`src/rtl/ctrl_port.sv`:
```
// Responder for the $4016/$4017 controller ports: OUT latch, two joypad shift registers, read-triggered shifting.
// Define CTRL_PORT_SYNC_EN to pass the pad inputs through 2-flop synchronizers before reload.
module ctrl_port #(
    parameter logic [2:0] RD_OPEN_BUS = 3'b010
) (
    input  logic        I_clock,
    input  logic        I_reset,
    input  logic [15:0] I_addr,
    input  logic [7:0]  I_wr_data,
    input  logic        I_rdwr,
    input  logic        I_phy2,
    input  logic [7:0]  I_pad0,
    input  logic [7:0]  I_pad1,
    output logic [7:0]  O_rd_data,
    output logic        O_hit,
    output logic [2:0]  O_out
);

    localparam logic [15:0] ADDR_PORT0 = 16'h4016;
    localparam logic [15:0] ADDR_PORT1 = 16'h4017;

    logic       sel16;
    logic       sel17;
    logic       wr16;
    logic       rd16;
    logic       rd17;
    logic [7:0] pad0_q;
    logic [7:0] pad1_q;
    logic [2:0] out_q;
    logic [2:0] out_d;
    logic [7:0] sr0_q;
    logic [7:0] sr0_d;
    logic [7:0] sr1_q;
    logic [7:0] sr1_d;
    logic       unused_wr_bits;

    assign sel16 = (I_addr == ADDR_PORT0);
    assign sel17 = (I_addr == ADDR_PORT1);

    // $4017 writes belong to the APU frame counter, so only $4016 decodes a write.
    assign wr16 = I_phy2 & ~I_rdwr & sel16;
    assign rd16 = I_phy2 &  I_rdwr & sel16;
    assign rd17 = I_phy2 &  I_rdwr & sel17;

    assign unused_wr_bits = ^I_wr_data[7:3];

`ifdef CTRL_PORT_SYNC_EN
    logic [7:0] pad0_meta_q;
    logic [7:0] pad1_meta_q;

    always_ff @(posedge I_clock or posedge I_reset) begin
        if (I_reset) begin
            pad0_meta_q <= 8'h00;
            pad1_meta_q <= 8'h00;
            pad0_q      <= 8'h00;
            pad1_q      <= 8'h00;
        end else begin
            pad0_meta_q <= I_pad0;
            pad1_meta_q <= I_pad1;
            pad0_q      <= pad0_meta_q;
            pad1_q      <= pad1_meta_q;
        end
    end
`else
    assign pad0_q = I_pad0;
    assign pad1_q = I_pad1;
`endif

    // Reload is keyed on the strobe already latched, so a 1->0 write still reloads in its own cycle.
    always_comb begin
        out_d = out_q;
        sr0_d = sr0_q;
        sr1_d = sr1_q;
        if (wr16) begin
            out_d = I_wr_data[2:0];
        end
        if (out_q[0]) begin
            sr0_d = pad0_q;
            sr1_d = pad1_q;
        end else begin
            if (rd16) begin
                sr0_d = {1'b1, sr0_q[7:1]};
            end
            if (rd17) begin
                sr1_d = {1'b1, sr1_q[7:1]};
            end
        end
    end

    always_ff @(posedge I_clock or posedge I_reset) begin
        if (I_reset) begin
            out_q <= 3'b000;
            sr0_q <= 8'hFF;
            sr1_q <= 8'hFF;
        end else begin
            out_q <= out_d;
            sr0_q <= sr0_d;
            sr1_q <= sr1_d;
        end
    end

    assign O_out     = out_q;
    assign O_hit     = (sel16 | sel17) & I_rdwr;
    assign O_rd_data = O_hit ? {RD_OPEN_BUS, 4'b0000, (I_addr[0] ? sr1_q[0] : sr0_q[0])}
                             : 8'h00;

endmodule
```
`config.mk`:
```
export PLATFORM = sky130hd
export DESIGN_NAME = ctrl_port
export DESIGN_NICKNAME = d
export VERILOG_FILES = /design/src/rtl/ctrl_port.sv
export SDC_FILE = /design/constraint.sdc
export NUM_CORES = 1
export LEC_CHECK = 0
export ABC_AREA = 1
export CORE_MARGIN = 3
export CORE_UTILIZATION = 35
export DETAILED_ROUTE_END_ITERATION = 7
export PLACE_DENSITY = 0.69
export REMOVE_ABC_BUFFERS = 1
export SLEW_MARGIN = 20
export SYNTH_ARGS = -nofsm -noshare
export SYNTH_HDL_FRONTEND = slang
export SYNTH_SLANG_ARGS = --single-unit
```
`constraint.sdc`:
```
create_clock -name I_clock -period 1.4 [get_ports I_clock]
set_input_delay 0.28 -clock I_clock [delete_from_list [all_inputs] [get_ports I_clock]]
set_output_delay 0.28 -clock I_clock [all_outputs]
set_load 0.02 [all_outputs]
```
==> results of run 1 <==
cell usage after synthesis:
master,count
dfstp_2,16
buf_4,7
clkbuf_2,1
or2_2,2
nand4_1,1
buf_2,2
inv_1,13
nand3_2,1
conb_1,1
o21ai_0,3
buf_1,1
nand2_1,83
clkbuf_1,1
mux2i_1,1
nor2_8,1
nand2_4,2
nand2_2,3
dfrtp_1,3
nand3_1,14
nor2_1,9
nor2_4,1
nand3_4,2
nor2_2,2
layer usage:
layer,wire [um],GRT usage,vias up
li1,-,-,615
met1,1230,0.179,490
met2,1340,0.199,23
met3,108,0.0191,5
met4,40,0.0475,0
met5,0,0,-
final cells by class:
type                    count  area (sq um)  area share
multi-input cells         131           664       0.373
flip-flops and latches     19           495       0.278
repair buffers             58           487       0.273
well taps                  44          55.1      0.0309
inverters                  13          52.6      0.0295
clock buffers               3          22.5      0.0126
clock inverters             1          5.00     0.00281
flip-flops by register name, summed over array words and instances (netlist names):
name   count
sr0_q      8
sr1_q      8
O_out      3
power breakdown:
part | switching (W) | internal, W
clock network | 0.000171 | 0.000106
logic | 0.0000716 | 0.0000968
registers | 0.00000109 | 0.000555
worst max-delay path, delay by kind of cell, from the launching register on:
kind          cells  cell delay (ps)
mux               1               70
flops             1              550
buf+inv           1              150
simple gates      1              100
worst max-delay path by stage:
stage | startpoint | to | slack, ps | cells after the start
finish | sr0_q[0] | O_rd_data[0] | -40 | 3
global route | sr0_q[0] | O_rd_data[0] | -130 | 3
CTS | sr0_q[0] | O_rd_data[0] | -50 | 3
detailed placement | I_addr[1] | O_rd_data[0] | -830 | 10
global placement | I_addr[4] | O_rd_data[0] | -790 | 10
floorplan | O_out[0] | sr0_q[7] | -310 | 4
stage by stage:
| stage | TNS, ps | cell area (sq um) | util | power, W |
|---|---|---|---|---|
| 3_3_place_gp | -6950 | 1740 | 0.548 | 0.000730 |
| 2_1_floorplan | -2370 | 1160 | - | 0.000612 |
| 6_report | -39.7 | 1780 | 0.561 | 0.00100 |
| 3_5_place_dp | -7290 | 1740 | 0.548 | 0.000732 |
| 5_1_grt | -146 | 1780 | 0.561 | 0.00105 |
| 4_1_cts | -50.0 | 1690 | 0.533 | 0.000992 |
cells by family (layout without fill, tap and decap cells):
group                  count (synthesis)  after routing  synth area share
multiplexers                           1              1           0.00826
buffers and inverters                 25             75             0.102
flip-flops                            19             19             0.409
AND/OR/NAND/NOR                      121            121             0.465
AO/OA/AOI/OAI                          3              3            0.0124
other                                  1              6           0.00309
timing repair:
item	in CTS	in global routing
endpoints found under the setup margin	6	7
setup buffers	1	1
pin swaps	19	16
gates resized for setup	73	23
==> results.json, run 1 <==
{
  "outcome": "complete, but fails checks",
  "violations": "negative setup slack",
  "fp.dieW_um": 64.9,
  "holdBufCountCts": 0,
  "antenna-diode-count": 0,
  "p_per_area_nw_per_um2": 562,
  "fin_ws_ps": -39.7,
  "antenna_left": 0,
  "reg2reg_from": "O_out[0]",
  "startpoint_type": "register",
  "crit_type": "register to output pin",
  "drc_errors": 0,
  "final_common_cell": "nand2_1",
  "core_sq_um": 3180,
  "dp_slack_ps": -827,
  "start_util": 0.381,
  "ys_top_cells_by_area": "dfstp_2 35%, nand2_1 26%, dfrtp_1 6.2%, nand3_1 5.8%, buf_4 4.3%",
  "avgSynthCellArea_sq_um": 7.13,
  "post-place-cells": 263,
  "critPathCaptureType": "output pin",
  "syn_inst": 170,
  "viasPerCell": 4.21,
  "fin_worst_skew_ps": 8.05,
  "antenna_found_initial": 0,
  "ys_types": 23,
  "critPathMaxFanout": 2,
  "worstPathRequired_ps": 1120,
  "grt_max_degree": 20,
  "tritoncts": "built",
  "numCtsBuffers": 3,
  "grt_use_total": 0.128,
  "drt_iter0_drc": 53,
  "peakVddDrop_uv": 277,
  "ys_seq_elements": 19,
  "finalHoldViolCount": 0,
  "hold_path.class": "input pin to async pin",
  "setup_viol": 1,
  "fp.dieH_um": 64.9,
  "numPortBuffers": 44,
  "insertion_delay_ps": 300,
  "htree_levels": 1,
  "synth_top_area_share": 0.347,
  "wirelength_um": 2720,
  "grt_pass1_vias": 950,
  "dpl.hpwl_um": 2090,
  "rsz0062_at_grt": "yes",
  "vias": 1133,
  "fmaxAchievable_mhz": 695,
  "syn_area_sq_um": 1210,
  "grt_pass1_wl_um": 4280,
  "drt_first_pass_iters": 4,
  "crit_path_cell_trace": "mux2i_1, nor2_1, buf_4",
  "n_fill_cell": 337,
  "rows": 20,
  "layout_common_cells": "81 x nand2_1, 22 x clkdlybuf4s50_1, 16 x dfstp_2, 15 x buf_4, 14 x nand3_1",
  "final_nets": 270,
  "area_delta_synth_final_pct": 47.0,
  "r2r_slack_ps": 130,
  "clock-root-buffer": "clkbuf_4",
  "leakagePower_nw": 0.922,
  "slowest_delay_ps": 550,
  "grt-ovfl-total": 0,
  "synth_area_leader_cell": "dfstp_2",
  "cap_violations": 0,
  "routabilityCongestion": 0.709,
  "maxSlewViolCount": 0,
  "num_io_pins": 56,
  "worst_hold_slack_ps": 297,
  "die_area_sq_um": 4210,
  "wl_per_cell_um": 10.1,
  "cts.sinks": 19,
  "worst_r2r_path_depth": 6,
  "cpMaxStageDelayCell": "dfstp_2",
  "fin_cells": 269,
  "arrival_ps": 1160,
  "period_share": 1.03,
  "clockBufferDepth": 2,
  "clk_pin_slew_ps": 100,
  "r2r_end": "sr1_q[2]",
  "min_period_ps": 1440,
  "yosysSeqAreaShare": 0.409,
  "drive_above_1_share": 0.356,
  "ys.warnings.count": 0
}
Power figures use the tool's default switching activity.
==> inputs of run 2 (changes only) <==
CORE_UTILIZATION = 41   (was 35)
PLACE_DENSITY = 0.79   (was 0.69)
==> results.json, run 2 (same netlist as run 1, synthesis figures left out) <==
{
  "start_util": 0.436,
  "crit_type": "register to output pin",
  "leakagePower_nw": 0.931,
  "critical_path_buf_inv_count": 1,
  "power.switching_w": 0.000248,
  "fp.dieW_um": 60.4,
  "cpMaxStageDelayCell": "dfstp_2",
  "cap_violations": 0,
  "antenna_left": 0,
  "worstPathRequired_ps": 1120,
  "rows": 19,
  "htree_levels": 1,
  "antenna_found_initial": 0,
  "final_nets": 268,
  "cts.sinks": 19,
  "arrival_ps": 1160,
  "area_delta_synth_final_pct": 47.5,
  "route.met3.wl_um": 122,
  "drive_above_1_share": 0.359,
  "worst_r2r_path_depth": 6,
  "wl_per_cell_um": 10.9,
  "critPathCaptureType": "output pin",
  "slowest_delay_ps": 550,
  "power_frac_clock": 0.276,
  "die_area_sq_um": 3650,
  "finalHoldViolCount": 0,
  "wirelength_um": 2770,
  "post-route-util": 0.643,
  "numCtsBuffers": 3,
  "startpoint_type": "register",
  "critPathTopFamily": "flip-flops",
  "violations": "negative setup slack",
  "antenna-diode-count": 0,
  "intPower_w": 0.000763,
  "grt_pass1_wl_um": 4460,
  "clock-root-buffer": "clkbuf_4",
  "startpoint": "sr0_q[0]",
  "grt-ovfl-total": 0,
  "drt_iter0_drc": 43,
  "clockBufferDepth": 2,
  "grt_use_total": 0.164,
  "fmaxAchievable_mhz": 696,
  "topRoutingLayerUsed": "met4",
  "hold_path.class": "input pin to async pin",
  "critPathMaxFanout": 2,
  "vias": 1162,
  "maxSlewViolCount": 0,
  "routabilityCongestion": 0.747,
  "switching_share": 0.245,
  "fin_worst_skew_ps": 3.54,
  "numPortBuffers": 44,
  "min_period_ps": 1440,
  "fp.dieH_um": 60.4,
  "viasPerCell": 4.57,
  "share_seq_of_total_power": 0.550,
  "crit_cells": 3,
  "period_share": 1.03,
  "reg2reg_from": "O_out[0]",
  "rsz0062_at_grt": "yes",
  "grt_max_degree": 20,
  "wl_met2_um": 1450,
  "outcome": "complete, but fails checks",
  "clk_pin_slew_ps": 110,
  "setup_viol": 1,
  "grt_pass1_vias": 1019,
  "p_per_area_nw_per_um2": 566,
  "final_common_cell": "nand2_1",
  "num_io_pins": 56,
  "insertion_delay_ps": 300,
  "tritoncts": "built",
  "drt_first_pass_iters": 4,
  "worst_hold_slack_ps": 287,
  "dpl.hpwl_um": 2130,
  "drc_errors": 0,
  "peakVddDrop_uv": 547,
  "met1_length_um": 1140,
  "core_sq_um": 2780,
  "crit_path_cell_trace": "mux2i_1, nor2_1, buf_4",
  "layout_common_cells": "78 x nand2_1, 22 x clkdlybuf4s50_1, 16 x dfstp_2, 14 x nand3_1, 12 x buf_4",
  "fin_ws_ps": -36.2,
  "power_frac_comb": 0.174
}
==> run 2: cell count changes in the layout (fill, tap and decap cells not counted), moves of 2 or more <==
cell and delta:
nand2_1 -3, nand2_2 +2, nor2_2 -2, buf_2 -3
buf_6 +4, buf_4 -3
==> run 2: per-layer routing <==
| layer | vias to the layer above | global-route usage |
|---|---|---|
| met2 | 30 | 0.293 |
| met3 | 6 | 0.0213 |
| met4 | 0 | 0.0696 |
| li1 | 613 | - |
| met1 | 513 | 0.198 |
| met5 | - | 0 |
==> run 2: worst reg2reg max path: stages, from the launching register on <==
cell,delay (ps)
dfrtp_1,410
buf_6,200
clkinvlp_4,170
buf_6,190
nand2_4,110
nand2_1,50
nand2_1,70
==> run 2: final timing paths <==
| kind | to | slack (ps) |
|---|---|---|
| worst max register to register | sr1_q[2] | 150 |
| max in group asynchronous | sr1_q[0] | 860 |
| worst max-delay path | O_rd_data[0] | -40 |
| min in group I_clock | sr0_q[0] | 490 |
| worst min-delay path | O_out[0] | 290 |
| worst min register to register | sr0_q[0] | 490 |
==> run 2: repair_timing <==
action,CTS,global route
hold buffers,0,0
pin swaps,20,18
buffers inserted,2,0
gates resized for setup,81,25
setup endpoints to repair,19,15
==> run 2: area by class of cell <==
class / instances / area [sq um]
Multi-Input combinational cell: 131 / 679
Sequential cell: 19 / 495
Inverter: 13 / 52.6
Timing Repair Buffer: 56 / 494
Clock buffer: 3 / 22.5
Tap cell: 31 / 38.8
Fill cell: 250 / 993
Clock inverter: 1 / 5.00
==> run 2: power groups by stage <==
| stage | Combinational, W | Clock (W) | Sequential [W] |
|---|---|---|---|
| finish | 0.000176 | 0.000279 | 0.000556 |
| global route | 0.000190 | 0.000322 | 0.000557 |
| CTS | 0.000153 | 0.000289 | 0.000556 |
| detailed placement | 0.000168 | 0 | 0.000565 |
| global placement | 0.000165 | 0 | 0.000565 |
| floorplan | 0.0000476 | 0 | 0.000564 |
==> run 2: per-stage QoR <==
step | power, W | instances | instance area, sq um | TNS, ps | setup WS [ps]
after floorplan | 0.000612 | 163 | 1160 | -2370 | -308
after global placement | 0.000730 | 248 | 1710 | -6770 | -791
after detailed placement | 0.000733 | 248 | 1710 | -8670 | -874
after CTS | 0.000997 | 254 | 1690 | -48.9 | -48.9
after global routing | 0.00107 | 254 | 1790 | -168 | -120
final | 0.00101 | 254 | 1790 | -36.2 | -36.2
==> inputs of run 3 (changes only) <==
ABC_AREA = default   (was 1)
CORE_UTILIZATION = 40   (was 41)
==> results.json, run 3 <==
{
  "synth_area_leader_cell": "dfstp_2",
  "drive_above_1_share": 0.345,
  "core_sq_um": 2590,
  "min_period_ps": 1470,
  "crit_path_cell_trace": "mux2i_1, nor2_2, buf_6",
  "slowest_delay_ps": 540,
  "r2r_end": "O_out[0]",
  "fin_ws_ps": -68.5,
  "setup_tns_ps": -96.6,
  "die_area_sq_um": 3530,
  "period_share": 1.05,
  "hold_path.class": "input pin to async pin",
  "routabilityCongestion": 0.786,
  "wirelength_um": 2980,
  "clockBufferDepth": 2,
  "layout_common_cells": "20 x clkdlybuf4s50_1, 16 x a21oi_1, 16 x dfstp_2, 15 x o21ai_0, 14 x nor2b_1",
  "vias": 1074,
  "antenna_found_initial": 0,
  "ys_async_sr_fraction": 1.00,
  "place_area_sq_um": 1640,
  "wl_per_cell_um": 15.1,
  "finalHoldViolCount": 0,
  "drt_first_pass_iters": 4,
  "maxSlewViolCount": 0,
  "outcome": "complete, but fails checks",
  "cap_violations": 0,
  "r2r_slack_ps": 390,
  "yosysSeqAreaShare": 0.435,
  "register_area_sq_um": 495,
  "synth_commonest_cells": "16 x a21oi_1, 16 x dfstp_2, 16 x o21ai_0, 14 x nor2b_1, 12 x a31oi_1",
  "grt_pass1_wl_um": 4770,
  "viasPerCell": 5.42,
  "clock-root-buffer": "clkbuf_4",
  "ys_types": 29,
  "ys.warnings.count": 0,
  "post-place-cells": 192,
  "leakagePower_nw": 0.734,
  "syn_area_sq_um": 1140,
  "peakVddDrop_uv": 424,
  "clk_pin_slew_ps": 100,
  "startpoint_type": "register",
  "cpMaxStageDelayCell": "dfstp_2",
  "synth_edf_count": 0,
  "numCtsBuffers": 3,
  "antenna_left": 0,
  "arrival_ps": 1190,
  "rsz0062_at_grt": "yes",
  "antenna-diode-count": 0,
  "grt_use_total": 0.178,
  "fmaxAchievable_mhz": 681,
  "fin_cells": 198,
  "fin_worst_skew_ps": 3.06,
  "p_per_area_nw_per_um2": 599,
  "fin_total_pwr_w": 0.00101,
  "critPathCaptureType": "output pin",
  "post-route-util": 0.649,
  "dpl.hpwl_um": 2270,
  "num_io_pins": 56,
  "grt-ovfl-total": 0,
  "setup_viol": 3,
  "start_util": 0.440,
  "grt_max_degree": 34,
  "synth_top_area_share": 0.369,
  "multi_input_area_sq_um": 602,
  "drc_errors": 0,
  "grt_pass1_vias": 1054,
  "rows": 18,
  "insertion_delay_ps": 300,
  "crit_type": "register to output pin",
  "fp.dieH_um": 59.4,
  "synth_ff_type": "dfstp_2",
  "tritoncts": "built",
  "ys_seq_elements": 19,
  "holdBufCountCts": 0,
  "drt_iter0_drc": 21,
  "reg2reg_from": "O_out[0]",
  "avgSynthCellArea_sq_um": 9.91,
  "critPathMaxFanout": 2,
  "ys_top_cells_by_area": "dfstp_2 37%, nor2b_1 7.7%, a21oi_1 7.0%, o21ai_0 7.0%, a31oi_1 6.6%",
  "fin_area_sq_um": 1680,
  "worst_r2r_path_depth": 2,
  "n_fill_cell": 220,
  "area_delta_synth_final_pct": 47.5,
  "htree_levels": 1,
  "worstPathRequired_ps": 1120,
  "final_nets": 213,
  "fp.dieW_um": 59.4,
  "final_common_cell": "clkdlybuf4s50_1",
  "violations": "negative setup slack",
  "cts.sinks": 19,
  "syn_inst": 115,
  "numPortBuffers": 44
}
run 3: changes by cell type after synthesis, sizes merged, moves of 13 or more:
cell / previous run / this run
nand2: 88 / 4
nand3: 17 / 0
nor2b: 0 / 14
a21oi: 0 / 16
o21ai: 3 / 16
run 3: worst max-delay path by stage:
stage                    start      endpoint  slack, ps
finish                sr1_q[0]  O_rd_data[0]        -70
global placement    I_addr[13]  O_rd_data[0]       -930
global route        I_addr[10]  O_rd_data[0]       -120
floorplan            I_addr[5]      O_out[0]       -190
CTS                   sr1_q[0]  O_rd_data[0]        -80
detailed placement  I_addr[13]  O_rd_data[0]      -1010
run 3: kinds of logic (layout without fill, tap and decap cells):
group,count (synthesis),count (layout),share of synthesized area
AO/OA/AOI/OAI,46,46,0.222
AND/OR/NAND/NOR,30,30,0.212
flip-flops,19,19,0.435
buffers and inverters,15,63,0.0801
multiplexers,4,4,0.0483
other,1,6,0.00329
run 3: area by class of cell:
type / instances / share of cell area
Tap cell: 30 / 0.0223
Multi-Input combinational cell: 86 / 0.358
Clock buffer: 4 / 0.0156
Timing Repair Buffer: 57 / 0.304
Sequential cell: 19 / 0.295
Inverter: 2 / 0.00521
run 3: what timing repair did:
action,CTS,global route
gates cloned,0,0
setup endpoints to repair,25,4
resized for setup,80,2
setup buffers,2,0
endpoints found under the hold margin,0,0
pin swaps,9,0
run 3: through the flow:
step / worst slack [ps] / hold WS [ps]
2_1_floorplan: -187 / 219
3_3_place_gp: -932 / 476
3_5_place_dp: -1010 / 479
4_1_cts: -83.6 / 288
5_1_grt: -119 / 293
6_report: -68.5 / 288
run 3: report_power, final:
group          internal, W  total [W]  switching (W)  leakage, nW
clock network     0.000111   0.000279       0.000168       0.0150
logic             0.000103   0.000172      0.0000690        0.512
registers         0.000555   0.000556     0.00000100        0.207
total             0.000769    0.00101       0.000238        0.734
run 3: layer usage:
metal	GRT usage	vias to the layer above	share of wire
met5	0	-	0
met2	0.301	48	0.50
met3	0.0392	2	0.090
met1	0.224	510	0.40
met4	0.0550	0	0.0064
li1	-	514	-
run 3: worst max-delay path: cells and delay by family (launching register included):
kind / cells / cell delay, ps
buf+inv: 1 / 130
flops: 1 / 540
mux: 1 / 80
simple gates: 1 / 140
